--- src/rtl/input_conditioner_pkg.sv ---
// rtl/input_conditioner_pkg.sv - shared types and sizing helper for the input conditioner
package input_conditioner_pkg;

    typedef enum logic [1:0] {
        IDLE   = 2'd0,
        DELAY  = 2'd1,
        REPEAT = 2'd2
    } rpt_state_t;

    // Counter width wide enough to hold (max(a, b) - 1); never narrower than 1 bit.
    function automatic int cnt_width(input int a, input int b);
        int wa;
        int wb;
        int w;
        wa = $clog2(a);
        wb = $clog2(b);
        w  = (wa > wb) ? wa : wb;
        return (w < 1) ? 1 : w;
    endfunction

endpackage

--- src/rtl/input_conditioner_ch.sv ---
// rtl/input_conditioner_ch.sv - one channel: synchroniser, debounce, edge pulses, auto-repeat
module input_conditioner_ch
    import input_conditioner_pkg::*;
#(
    parameter int ACTIVE_LOW    = 1,
    parameter int SYNC_STAGES   = 2,
    parameter int STABLE_CYCLES = 500000,
    parameter int REPEAT_DELAY  = 25000000,
    parameter int REPEAT_RATE   = 5000000
) (
    input  logic clk,
    input  logic rst_n,
    input  logic i_raw,
    input  logic i_repeat_en,
    output logic o_level,
    output logic o_press,
    output logic o_release,
    output logic o_repeat
);

    localparam int DW = cnt_width(STABLE_CYCLES, STABLE_CYCLES);
    localparam int RW = cnt_width(REPEAT_DELAY, REPEAT_RATE);

    localparam logic [DW-1:0] STABLE_LAST = DW'(STABLE_CYCLES - 1);
    localparam logic [RW-1:0] DELAY_LAST  = RW'(REPEAT_DELAY - 1);
    localparam logic [RW-1:0] RATE_LAST   = RW'(REPEAT_RATE - 1);

    logic                   pressed_raw;
    logic [SYNC_STAGES-1:0] sync_q;
    logic                   s;

    logic [DW-1:0] cnt_q, cnt_d;
    logic          level_q, level_d;
    logic          rise, fall;

    rpt_state_t    state_q, state_d;
    logic [RW-1:0] r_q, r_d;
    logic          repeat_d;

    logic press_q, release_q, repeat_q;

    // Polarity is normalised before synchronising so every flop resets to "not pressed" = 0.
    assign pressed_raw = i_raw ^ (ACTIVE_LOW != 0);
    assign s           = sync_q[SYNC_STAGES-1];

    always_ff @(posedge clk or negedge rst_n) begin
        if (!rst_n) begin
            sync_q <= '0;
        end else begin
            sync_q <= {sync_q[SYNC_STAGES-2:0], pressed_raw};
        end
    end

    always_comb begin
        cnt_d   = cnt_q;
        level_d = level_q;
        rise    = 1'b0;
        fall    = 1'b0;
        if (s == level_q) begin
            cnt_d = '0;
        end else if (cnt_q == STABLE_LAST) begin
            level_d = s;
            cnt_d   = '0;
            rise    = s;
            fall    = ~s;
        end else begin
            cnt_d = cnt_q + DW'(1);
        end
    end

    // A release or a dropped enable wins over an expiring count: no pulse on exit.
    always_comb begin
        state_d  = state_q;
        r_d      = r_q;
        repeat_d = 1'b0;
        case (state_q)
            IDLE: begin
                if (rise) begin
                    repeat_d = 1'b1;
                    if (i_repeat_en) begin
                        state_d = DELAY;
                        r_d     = '0;
                    end
                end
            end
            DELAY: begin
                if (fall || !i_repeat_en) begin
                    state_d = IDLE;
                    r_d     = '0;
                end else if (r_q == DELAY_LAST) begin
                    repeat_d = 1'b1;
                    state_d  = REPEAT;
                    r_d      = '0;
                end else begin
                    r_d = r_q + RW'(1);
                end
            end
            REPEAT: begin
                if (fall || !i_repeat_en) begin
                    state_d = IDLE;
                    r_d     = '0;
                end else if (r_q == RATE_LAST) begin
                    repeat_d = 1'b1;
                    r_d      = '0;
                end else begin
                    r_d = r_q + RW'(1);
                end
            end
            default: begin
                state_d = IDLE;
                r_d     = '0;
            end
        endcase
    end

    always_ff @(posedge clk or negedge rst_n) begin
        if (!rst_n) begin
            cnt_q     <= '0;
            level_q   <= 1'b0;
            press_q   <= 1'b0;
            release_q <= 1'b0;
            repeat_q  <= 1'b0;
            state_q   <= IDLE;
            r_q       <= '0;
        end else begin
            cnt_q     <= cnt_d;
            level_q   <= level_d;
            press_q   <= rise;
            release_q <= fall;
            repeat_q  <= repeat_d;
            state_q   <= state_d;
            r_q       <= r_d;
        end
    end

    assign o_level   = level_q;
    assign o_press   = press_q;
    assign o_release = release_q;
    assign o_repeat  = repeat_q;

endmodule

--- src/rtl/input_conditioner.sv ---
// rtl/input_conditioner.sv - multi-channel button/joystick front end, one independent channel per input
module input_conditioner
    import input_conditioner_pkg::*;
#(
    parameter int NUM_CH        = 5,
    parameter int ACTIVE_LOW    = 1,
    parameter int SYNC_STAGES   = 2,
    parameter int STABLE_CYCLES = 500000,
    parameter int REPEAT_DELAY  = 25000000,
    parameter int REPEAT_RATE   = 5000000
) (
    input  logic              clk,
    input  logic              rst_n,
    input  logic [NUM_CH-1:0] i_raw,
    input  logic [NUM_CH-1:0] i_repeat_en,
    output logic [NUM_CH-1:0] o_level,
    output logic [NUM_CH-1:0] o_press,
    output logic [NUM_CH-1:0] o_release,
    output logic [NUM_CH-1:0] o_repeat
);

    for (genvar g = 0; g < NUM_CH; g++) begin : g_ch
        input_conditioner_ch #(
            .ACTIVE_LOW    (ACTIVE_LOW),
            .SYNC_STAGES   (SYNC_STAGES),
            .STABLE_CYCLES (STABLE_CYCLES),
            .REPEAT_DELAY  (REPEAT_DELAY),
            .REPEAT_RATE   (REPEAT_RATE)
        ) u_ch (
            .clk         (clk),
            .rst_n       (rst_n),
            .i_raw       (i_raw[g]),
            .i_repeat_en (i_repeat_en[g]),
            .o_level     (o_level[g]),
            .o_press     (o_press[g]),
            .o_release   (o_release[g]),
            .o_repeat    (o_repeat[g])
        );
    end

endmodule

--- config.mk ---
export PLATFORM = sky130hd
export DESIGN_NAME = input_conditioner
export DESIGN_NICKNAME = d
export VERILOG_FILES = /design/src/rtl/input_conditioner_pkg.sv /design/src/rtl/input_conditioner_ch.sv /design/src/rtl/input_conditioner.sv
export SDC_FILE = /design/constraint.sdc
export NUM_CORES = 1
export LEC_CHECK = 0
export BUFFER_PORTS_ARGS = -buffer_cell sky130_fd_sc_hd__buf_4
export CAP_MARGIN = 20
export CORE_UTILIZATION = 50
export CTS_CLUSTER_DIAMETER = 120
export DETAILED_ROUTE_END_ITERATION = 6
export HOLD_SLACK_MARGIN = 0.12
export PLACE_DENSITY = 0.64
export SYNTH_ARGS = -nofsm -noshare
export SYNTH_HDL_FRONTEND = slang
export SYNTH_SLANG_ARGS = --single-unit
--- constraint.sdc ---
create_clock -name clk -period 6.57 [get_ports clk]
set_input_delay 0 -clock clk [delete_from_list [all_inputs] [get_ports clk]]
set_output_delay 0 -clock clk [all_outputs]
set_load 0.01 [all_outputs]
==> run_results.csv, run 1 <==
group,metric,value,unit
logic_synthesis,synth_top_flop_cell,"dfrtp_1",
cts,ctsHtreeMaxLevel,1,
global_route,grt_pass1_wl,52400,µm
die,rows,61,
place,dp_hpwl,19400,µm
global_route,track_usage,21.5,%
die,dieArea,28800,µm²
pwr,internal_power,2650,µW
die,die_h,170,µm
finish,ff_latch_area,6510,µm²
job,maxCapViolCount,0,
die,fp.dieW,170,µm
logic_synthesis,ys_types,66,
min_path,min_from,"i_raw[0]",
place,io_buffers,31,
cts,cts_buffer_depth,3,
drt,drtIter0Drc,670,
critical_path,cp_slowest_cell,"o31a_1",
finish,area_growth,11.4,%
critical_path,cp_data_required_time,7.05,ns
logic_synthesis,synth_mux_area_share,0.533,%
drt,vias,11525,
status,status,"complete, no violations",
pwr,power_frac_comb,5.9,%
logic_synthesis,synth-edff-count,0,
logic_synthesis,synth_nets,1592,
global_route,grt_pass1_vias,11035,
die,io_pins,32,
sta,fin_worst_skew,0.00903,ns
drt,drc,0,
logic_synthesis,seq_area_frac_synth,46.2,%
pwr,seq_power_share,47.3,%
cts,numCtsBuffers,30,
min_path,min_path_type,"in -> reg",
logic_synthesis,netlist_area,14100,µm²
sta,period_share,52.7,%
critical_path,r2r_start,"g_ch[2].u_ch.cnt_q[9]",
drt,vias_per_cell,5.86,
logic_synthesis,synth_top_family_by_area,"simple AND/OR/NAND/NOR gates",
sta,slew_viol_final,0,
sta,worst_pin_slew,1.07,ns
logic_synthesis,synthXorXnorAreaFrac,4.23,%
pwr,p_leak,0.00635,µW
sta,fin_crit,3.46,ns
logic_synthesis,synth_area_leader_cell,"dfrtp_1",
cts,cts_tree,"done",
place,place_ws,3.11,ns
critical_path,crit_fanout,27,
logic_synthesis,yosysWarnings,0,
logic_synthesis,synth_compound_area_share,13.6,%
pwr,vdd_drop_max,0.212,mV
logic_synthesis,ys_ff_latch,260,
sta,fin_ws,3.11,ns
cts,cts_sinks,260,
pwr,switchingPower,807,µW
die,core,27700,µm²
sta,fin_setup_tns,0,ns
logic_synthesis,yosys.cell_count.top_type,"dfrtp_1",
pwr,power_switching_share,23.3,%
critical_path,max_stage_delay,0.66,ns
drt,wirelength,30100,µm
logic_synthesis,yosys-top-cells-count,"dfrtp_1, nand3_1, nand2_1, nor2_1",
critical_path,crit_chain,"or4b_1 > or4_1 > o31a_1 > a211o_1 > or3_1 > nand3_1",
cts,path_clk_slew,0.06,ns
logic_synthesis,yosys.area_share.adder,2.67,%
cts,post_cts_resized,0,
sta,rsz0062_at_grt,"no",
die,initial_core_util,50.8,%
finish,fillers,2478,
drt,antenna_left,0,
logic_synthesis,async_flop_share,100,%
global_route,grt_max_degree,124,
finish,multiInputGateArea,7020,µm²
finish,fin_nets,1612,
logic_synthesis,synthTopCellsByArea,"dfrtp_1, nand3_1, nand2_1",
logic_synthesis,syn_area_per_cell,9.08,µm²
global_route,antenna_found_initial,0,
sta,max_freq,289,MHz
drt,drtPass1Iterations,5,
critical_path,crit_type,"reg -> reg",
sta,max_slew_margin,28.7,%
cts,cts_root_buf,"clkbuf_16",
logic_synthesis,synth_top_area_share,46.2,%
critical_path,critPathArrivalTime,3.94,ns
critical_path,startpoint_type,"register",
global_route,overflow,0,
logic_synthesis,yosys.area_share.simple,28.7,%
finish,num_antenna_cells,0,
sta,hold_viol_final,0,
drt,post_drt_wl_per_cell,15.3,µm
logic_synthesis,synthCells,1550,
place,gp_congestion,0.808,
pwr,p_clk_share,46.8,%
critical_path,end_kind,"register",
pwr,power.density,221,nW/µm²
critical_path,crit_path_start,"g_ch[2].u_ch.cnt_q[9]",
cts,worst_skew_pair.late_latency,0.54,ns
sta,setup_violations,0,
finish,drive_gt1_share,7.80,%
-- cells by family (layout without fill, tap and decap cells) --
family                     Yosys count  count (layout)
adders and majority gates           30              30
DFF                                260             260
buffers and inverters              125             165
AOI/OAI and AO/OA                  278             278
xor gates and xnor gates            68              68
and+or+nand+nor                    782             782
muxes                                7               7
-- layout make-up --
type                    instances  area share [%]
inverters                      52            1.24
clock buffers                  49            6.08
well taps                     378            3.02
flip-flops and latches        260            41.5
repair buffers                 61            3.31
clock inverters                 3          0.0957
multi-input cells            1165            44.8
-- stage by stage --
stage | total power (µW) | cells | hold WS (ns) | util, % | area [µm²]
after floorplan | 1780 | 1550 | -0.296 | - | 14100
after global placement | 1860 | 1899 | 0.144 | 52.5 | 14500
after detailed placement | 1860 | 1901 | 0.146 | 52.6 | 14600
after CTS | 3500 | 1967 | 0.131 | 56.6 | 15700
after global routing | 3590 | 1968 | 0.130 | 56.6 | 15700
final | 3460 | 1968 | 0.149 | 56.6 | 15700
-- power by group through the flow --
stage                     clock network, µW  logic [µW]  registers, µW
after floorplan                           0         120           1660
after global placement                    0         195           1660
after detailed placement                  0         199           1660
after CTS                              1660         209           1640
after global routing                   1720         233           1640
final                                  1620         205           1640
-- sequential cells by signal, indices dropped and copies added (netlist names) --
register             cells
g_ch.u_ch.cnt_q         95
g_ch.u_ch.o_level        5
g_ch.u_ch.o_press        5
g_ch.u_ch.o_release      5
g_ch.u_ch.o_repeat       5
g_ch.u_ch.r_q          125
g_ch.u_ch.state_q       10
g_ch.u_ch.sync_q        10
-- final timing paths --
path,cells after the start,to,slack (ns)
min in group asynchronous,2,g_ch[2].u_ch.r_q[12],0.16
max reg2reg,6,g_ch[2].u_ch.r_q[21],3.11
min reg2reg,0,g_ch[1].u_ch.sync_q[1],0.34
min,3,g_ch[0].u_ch.sync_q[0],0.15
max,6,g_ch[2].u_ch.r_q[21],3.11
max in group asynchronous,3,g_ch[3].u_ch.r_q[21],4.95
-- layout by cell type, fill, tap and decap left out, types with 42 or more instances in the layout --
master	synthesis	final
and2_1	42	42
buf_4	20	43
dfrtp_1	260	260
inv_1	52	52
nand2_1	168	168
nand3_1	174	174
nand4_1	52	52
nor2_1	131	131
o21ai_0	42	42
o31ai_1	46	46
-- critical path, delay by kind of cell, from the launching register on --
kind,cells,cell delay [ns]
AND/OR/NAND/NOR,4,1.65
AO/OA/AOI/OAI,2,1.31
flip-flops,1,0.44
-- routing by layer --
metal | share of wire, % | vias to the layer above | global-route usage (%)
li1 | - | 5697 | -
met1 | 49 | 5622 | 29.8
met2 | 47 | 164 | 36.2
met3 | 2.8 | 42 | 2.50
met4 | 1.8 | 0 | 4.43
met5 | 0 | - | 0
-- what timing repair did --
| item | 4_1_cts | 5_1_grt |
|---|---|---|
| hold endpoints to repair | 165 | 0 |
| hold buffers | 14 | 0 |
| setup buffers | 0 | 0 |
No activity file was read; power rests on OpenSTA's default activity.
==> run 2, diff against run 1 <==
--- a/config.mk
+++ b/config.mk
@@ -5,6 +5,7 @@
 export SDC_FILE = /design/constraint.sdc
 export NUM_CORES = 1
 export LEC_CHECK = 0
+export ABC_AREA = 1
 export BUFFER_PORTS_ARGS = -buffer_cell sky130_fd_sc_hd__buf_4
 export CAP_MARGIN = 20
 export CORE_UTILIZATION = 50
==> constraint.sdc (replaced) <==
create_clock -name clk -period 3.5 [get_ports clk]
set_input_delay 0 -clock clk [delete_from_list [all_inputs] [get_ports clk]]
set_output_delay 0 -clock clk [all_outputs]
set_load 0.01 [all_outputs]
==> run_results.csv, run 2 <==
group,metric,value,unit
critical_path,reg2reg_depth,10,
finish,area_growth,8.90,%
cts,cts_buffer_depth,3,
pwr,switchingPower,2250,µW
finish,top_register,"g_ch.u_ch.r_q",
sta,hold_ws,0.342,ns
pwr,vdd_drop_max,0.450,mV
critical_path,timing.rr.end,"g_ch[3].u_ch.r_q[18]",
sta,period_share,67.8,%
critical_path,crit_chain,"ha_1 > nand3_2 > nor3_1 > nand3_1 > nand2_1 > inv_1 > nand2_1 > nand2_2 > nand2_2 > a21oi_1",
sta,setup_violations,0,
finish,reg.largest.list,"g_ch.u_ch.r_q (125), g_ch.u_ch.cnt_q (95)",
sta,hold_viol_final,0,
drt,vias,15761,
job,maxCapViolCount,0,
critical_path,path_delay_family,"simple AND/OR/NAND/NOR gates",
drt,wirelength,41000,µm
finish,stdcell_count,2992,
min_path,holdPathEnd,"g_ch[2].u_ch.sync_q[1]",
finish,multiInputGateArea,9290,µm²
drt,drtIter0Drc,961,
die,rows,67,
global_route,grt_pass1_vias,14727,
cts,cts_sinks,260,
logic_synthesis,ys_ff_latch,260,
finish,fin_area,18800,µm²
place,dp_hpwl,29400,µm
pwr,seq_power_share,42.8,%
sta,fin_worst_skew,0.0153,ns
logic_synthesis,synthTopCellsByArea,"dfrtp_1, nand2_1, nor2_1",
sta,fin_setup_tns,0,ns
critical_path,r2r_start,"g_ch[3].u_ch.cnt_q[0]",
cts,cts_root_buf,"clkbuf_16",
critical_path,crit_type,"reg -> reg",
die,core,33800,µm²
finish,num_antenna_cells,0,
logic_synthesis,synth-edff-count,0,
logic_synthesis,yosys-top-cells-count,"nand2_1, nor2_1, dfrtp_1, inv_1, nand3_1",
critical_path,crit_fanout,16,
finish,fin_nets,2565,
logic_synthesis,synth_top_area_share,37.6,%
cts,worst_skew_pair.late_latency,0.58,ns
critical_path,critPathArrivalTime,2.83,ns
pwr,p_leak,0.00863,µW
global_route,overflow,0,
cts,post_cts_resized,0,
finish,drive_gt1_share,7.55,%
critical_path,max_stage_delay,0.36,ns
drt,vias_per_cell,5.27,
logic_synthesis,synth_top_flop_cell,"dfrtp_1",
logic_synthesis,seq_area_frac_synth,37.6,%
sta,max_freq,421,MHz
sta,max_slew_margin,47.7,%
place,dpl.cell_count,2920,
drt,drc,0,
die,io_pins,32,
sta,fin_crit,2.37,ns
logic_synthesis,async_flop_share,100,%
global_route,grt_pass1_wl,70400,µm
place,gp_congestion,0.938,
critical_path,startpoint_type,"register",
cts,cts_tree,"done",
drt,antenna_left,0,
logic_synthesis,synth_area_leader_cell,"dfrtp_1",
critical_path,end_kind,"register",
drt,drtPass1Iterations,5,
min_path,min_path_type,"reg -> reg",
finish,largest_register_ffs,125,
min_path,min_from,"g_ch[2].u_ch.sync_q[0]",
logic_synthesis,ys_types,48,
cts,path_clk_slew,0.06,ns
critical_path,path_buf_inv,1,
pwr,power_switching_share,30.6,%
critical_path,cp_slowest_cell,"dfrtp_1",
pwr,internal_power,5110,µW
logic_synthesis,synth_nets,2555,
cts,ctsHtreeMaxLevel,1,
min_path,holdPathStages,0,
sta,worst_pin_slew,0.785,ns
cts,numCtsBuffers,31,
critical_path,cp_data_required_time,3.95,ns
die,fp.dieW,188,µm
global_route,track_usage,23.5,%
pwr,p_clk_share,41.2,%
global_route,grt_max_degree,82,
pwr,power_frac_comb,16.1,%
pwr,power.density,391,nW/µm²
logic_synthesis,netlist_area,17300,µm²
sta,slew_viol_final,0,
sta,rsz0062_at_grt,"no",
place,dpl_cell_area,17700,µm²
die,initial_core_util,51.2,%
finish,fillers,3229,
logic_synthesis,yosys.cell_count.top_type,"nand2_1",
logic_synthesis,yosysWarnings,0,
drt,post_drt_wl_per_cell,13.7,µm
pwr,p_total,7370,µW
status,status,"complete, no violations",
logic_synthesis,synthCells,2513,
place,io_buffers,31,
critical_path,regToRegSetupSlack,1.13,ns
logic_synthesis,syn_area_per_cell,6.88,µm²
die,die_h,188,µm
finish,mostFrequentLayoutCells,"nand2_1, nor2_1, dfrtp_1",
finish,ff_latch_area,6510,µm²
finish,final_common_cell,"nand2_1",
global_route,antenna_found_initial,0,
die,dieArea,35300,µm²
==> run 2: kinds of logic after synthesis <==
group / count (synthesis) / synth area share, %
xor gates and xnor gates: 84 / 4.25
buffers and inverters: 355 / 8.72
adders and majority gates: 30 / 2.17
AOI/OAI and AO/OA: 141 / 5.07
DFF: 260 / 37.6
and+or+nand+nor: 1643 / 42.2
==> run 2: how the worst max path moves through the flow <==
stage | startpoint | to | slack, ns | cells after the start
finish | g_ch[3].u_ch.cnt_q[0] | g_ch[3].u_ch.r_q[18] | 1.13 | 10
global route | g_ch[3].u_ch.cnt_q[10] | g_ch[3].u_ch.r_q[21] | 0.87 | 12
CTS | g_ch[3].u_ch.cnt_q[0] | g_ch[3].u_ch.r_q[18] | 1.10 | 10
detailed placement | g_ch[3].u_ch.cnt_q[0] | g_ch[3].u_ch.r_q[18] | 1.11 | 10
global placement | g_ch[3].u_ch.cnt_q[0] | g_ch[3].u_ch.r_q[21] | 1.24 | 10
floorplan | g_ch[1].u_ch.cnt_q[0] | g_ch[1].u_ch.r_q[8] | 1.77 | 11
==> run 2: per-stage QoR <==
stage                     utilization (%)  setup WS (ns)
after floorplan                         -           1.77
after global placement               52.4           1.24
after detailed placement             52.4           1.11
after CTS                            55.8           1.10
after global routing                 55.8          0.874
final                                55.8           1.13
==> run 2: power groups by stage <==
stage / combinational (µW) / clock [µW] / sequential, µW
2_1_floorplan: 940 / 0 / 3180
3_3_place_gp: 1160 / 0 / 3200
3_5_place_dp: 1170 / 0 / 3200
4_1_cts: 1200 / 3120 / 3150
5_1_grt: 1330 / 3230 / 3160
6_report: 1190 / 3030 / 3150
==> run 2: timing repair <==
item	in CTS	in global routing
setup buffers	0	0
hold buffers	18	0
endpoints found under the hold margin	244	0
==> run 2: per-layer routing <==
layer | share of wire [%] | GRT usage (%) | vias to the layer above
met5 | 0 | 0 | -
met4 | 2.4 | 6.22 | 0
met3 | 3.5 | 2.96 | 68
met2 | 47 | 39.6 | 273
met1 | 47 | 31.7 | 7352
li1 | - | - | 8068
==> run 2: area by class of cell <==
type	count	share of cell area, %
repair buffers	60	2.79
multi-input cells	1898	49.3
clock inverters	8	0.372
clock buffers	46	4.63
flip-flops and latches	260	34.5
inverters	272	5.42
well taps	448	2.98
==> run 3, diff against run 2 <==
--- a/config.mk
+++ b/config.mk
@@ -12,7 +12,7 @@
 export CTS_CLUSTER_DIAMETER = 120
 export DETAILED_ROUTE_END_ITERATION = 6
 export HOLD_SLACK_MARGIN = 0.12
-export PLACE_DENSITY = 0.64
+export PLACE_DENSITY = 0.66
 export SYNTH_ARGS = -nofsm -noshare
 export SYNTH_HDL_FRONTEND = slang
 export SYNTH_SLANG_ARGS = --single-unit
==> constraint.sdc (replaced) <==
create_clock -name clk -period 2.15 [get_ports clk]
set_input_delay 0 -clock clk [delete_from_list [all_inputs] [get_ports clk]]
set_output_delay 0 -clock clk [all_outputs]
set_load 0.01 [all_outputs]
==> run_results.csv, run 3 (same netlist as run 2, synthesis figures left out) <==
group,metric,value,unit
status,status,"complete, no violations",
cts,path_clk_slew,0.06,ns
sta,fin_setup_tns,0,ns
pwr,vdd_drop_max,0.871,mV
global_route,overflow,0,
critical_path,crit_fanout,19,
global_route,antenna_found_initial,0,
die,initial_core_util,51.2,%
place,gp_congestion,0.919,
place,io_buffers,31,
finish,top_register,"g_ch.u_ch.r_q",
pwr,power.density,671,nW/µm²
min_path,min_path_type,"in -> reg",
cts,cts_sinks,260,
global_route,grt_pass1_vias,15820,
job,maxCapViolCount,0,
critical_path,reg2reg_depth,11,
finish,mostFrequentLayoutCells,"nand2_1, nor2_1, dfrtp_1",
finish,fin_nets,2638,
die,dieArea,35300,µm²
critical_path,crit_type,"reg -> reg",
finish,final_util,58.5,%
finish,fillers,3145,
finish,ff_latch_area,6510,µm²
drt,drtPass1Iterations,6,
pwr,p_leak,0.00913,µW
global_route,grt_pass1_wl,74200,µm
cts,numCtsBuffers,31,
global_route,grt_max_degree,67,
min_path,min_from,"i_raw[2]",
finish,reg.largest.list,"g_ch.u_ch.r_q (125), g_ch.u_ch.cnt_q (95)",
finish,fin_area,19800,µm²
sta,setup_violations,0,
drt,post_drt_wl_per_cell,14.0,µm
sta,worst_pin_slew,0.599,ns
min_path,holdPathStages,3,
finish,area_growth,14.3,%
cts,worst_skew_pair.late_latency,0.58,ns
sta,fin_ws,0.0896,ns
sta,period_share,95.8,%
critical_path,critPathArrivalTime,2.57,ns
drt,drc,0,
finish,final_common_cell,"nand2_1",
sta,max_freq,485,MHz
drt,wirelength,43000,µm
finish,drive_gt1_share,11.3,%
critical_path,cp_data_required_time,2.66,ns
critical_path,r2r_start,"g_ch[4].u_ch.cnt_q[1]",
critical_path,crit_path_start,"g_ch[4].u_ch.cnt_q[1]",
die,fp.dieW,188,µm
sta,slew_viol_final,0,
drt,vias,16242,
sta,fin_worst_skew,0.0180,ns
critical_path,startpoint_type,"register",
critical_path,end_kind,"register",
place,place_ws,0.0250,ns
finish,largest_register_ffs,125,
cts,cts_buffer_depth,3,
cts,cts_root_buf,"clkbuf_16",
place,dp_hpwl,30700,µm
sta,hold_ws,0.137,ns
sta,fin_crit,2.06,ns
finish,num_antenna_cells,0,
global_route,track_usage,24.6,%
drt,vias_per_cell,5.29,
drt,antenna_left,0,
sta,hold_viol_final,0,
die,die_h,188,µm
place,dpl_cell_area,18200,µm²
die,core,33800,µm²
drt,drtIter0Drc,1092,
cts,ctsHtreeMaxLevel,1,
die,rows,67,
sta,max_slew_margin,59.9,%
finish,multiInputGateArea,9350,µm²
die,io_pins,32,
cts,cts_tree,"done",
==> run 3: cell count changes in the layout (fill, tap and decap cells not counted), sizes merged, moves of 2 or more <==
cell,delta
buf,+71
clkbuf,-7
bufinv,+5
clkinvlp,+5
clkinv,+2
==> run 3: path summary, 6_finish.rpt <==
check                                    endpoint  slack (ns)
hold reg to reg            g_ch[3].u_ch.sync_q[1]        0.35
hold / removal             g_ch[2].u_ch.sync_q[0]        0.14
max in group asynchronous    g_ch[4].u_ch.r_q[23]        0.92
min in group asynchronous  g_ch[0].u_ch.cnt_q[11]        0.50
setup reg to reg             g_ch[4].u_ch.r_q[12]        0.09
setup / recovery             g_ch[4].u_ch.r_q[12]        0.09
==> run 3: cell type report <==
type                            count  area share [%]
Clock buffer                       38            4.41
Clock inverter                     19            1.35
Inverter                          272            5.20
Multi-Input combinational cell   1898            47.3
Sequential cell                   260            32.9
Tap cell                          448            2.83
Timing Repair Buffer              131            5.92
Timing Repair inverter              2          0.0759
==> run 3: critical path: stages (launching register included) <==
cell and delay (ns):
dfrtp_1 0.39, ha_2 0.20, nand2_1 0.10, nor2_2 0.05, nand4_1 0.15, nor2_4 0.08
a21boi_1 0.35, buf_4 0.31, nand3_1 0.12, nand2_1 0.09, nand3_1 0.07, nand2_1 0.07
==> run 3: timing repair <==
action,4_1_cts,5_1_grt
pin swaps,0,13
hold buffers,16,0
hold endpoints to repair,405,0
cloned,0,3
setup buffers,0,19
setup endpoints to repair,2,79
gates resized for setup,1,31
==> run 3: per-stage QoR <==
step | power [µW] | instances
floorplan | 6710 | 2513
global placement | 7400 | 2973
detailed placement | 7440 | 2973
CTS | 13300 | 3046
global route | 13900 | 3068
finish | 13300 | 3068
==> run 3: where the power goes <==
part | switching (µW) | total, µW | leakage [µW] | internal [µW]
clock network | 2210 | 5800 | 0.000559 | 3600
logic | 1650 | 2350 | 0.00498 | 702
registers | 108 | 5120 | 0.00359 | 5010
total | 3960 | 13300 | 0.00913 | 9310
==> run 3: routing by layer <==
layer	track usage, %	part of all wire, %
met2	42.3	48
met4	5.47	1.8
met3	2.84	3.6
met5	0	0
met1	33.2	47
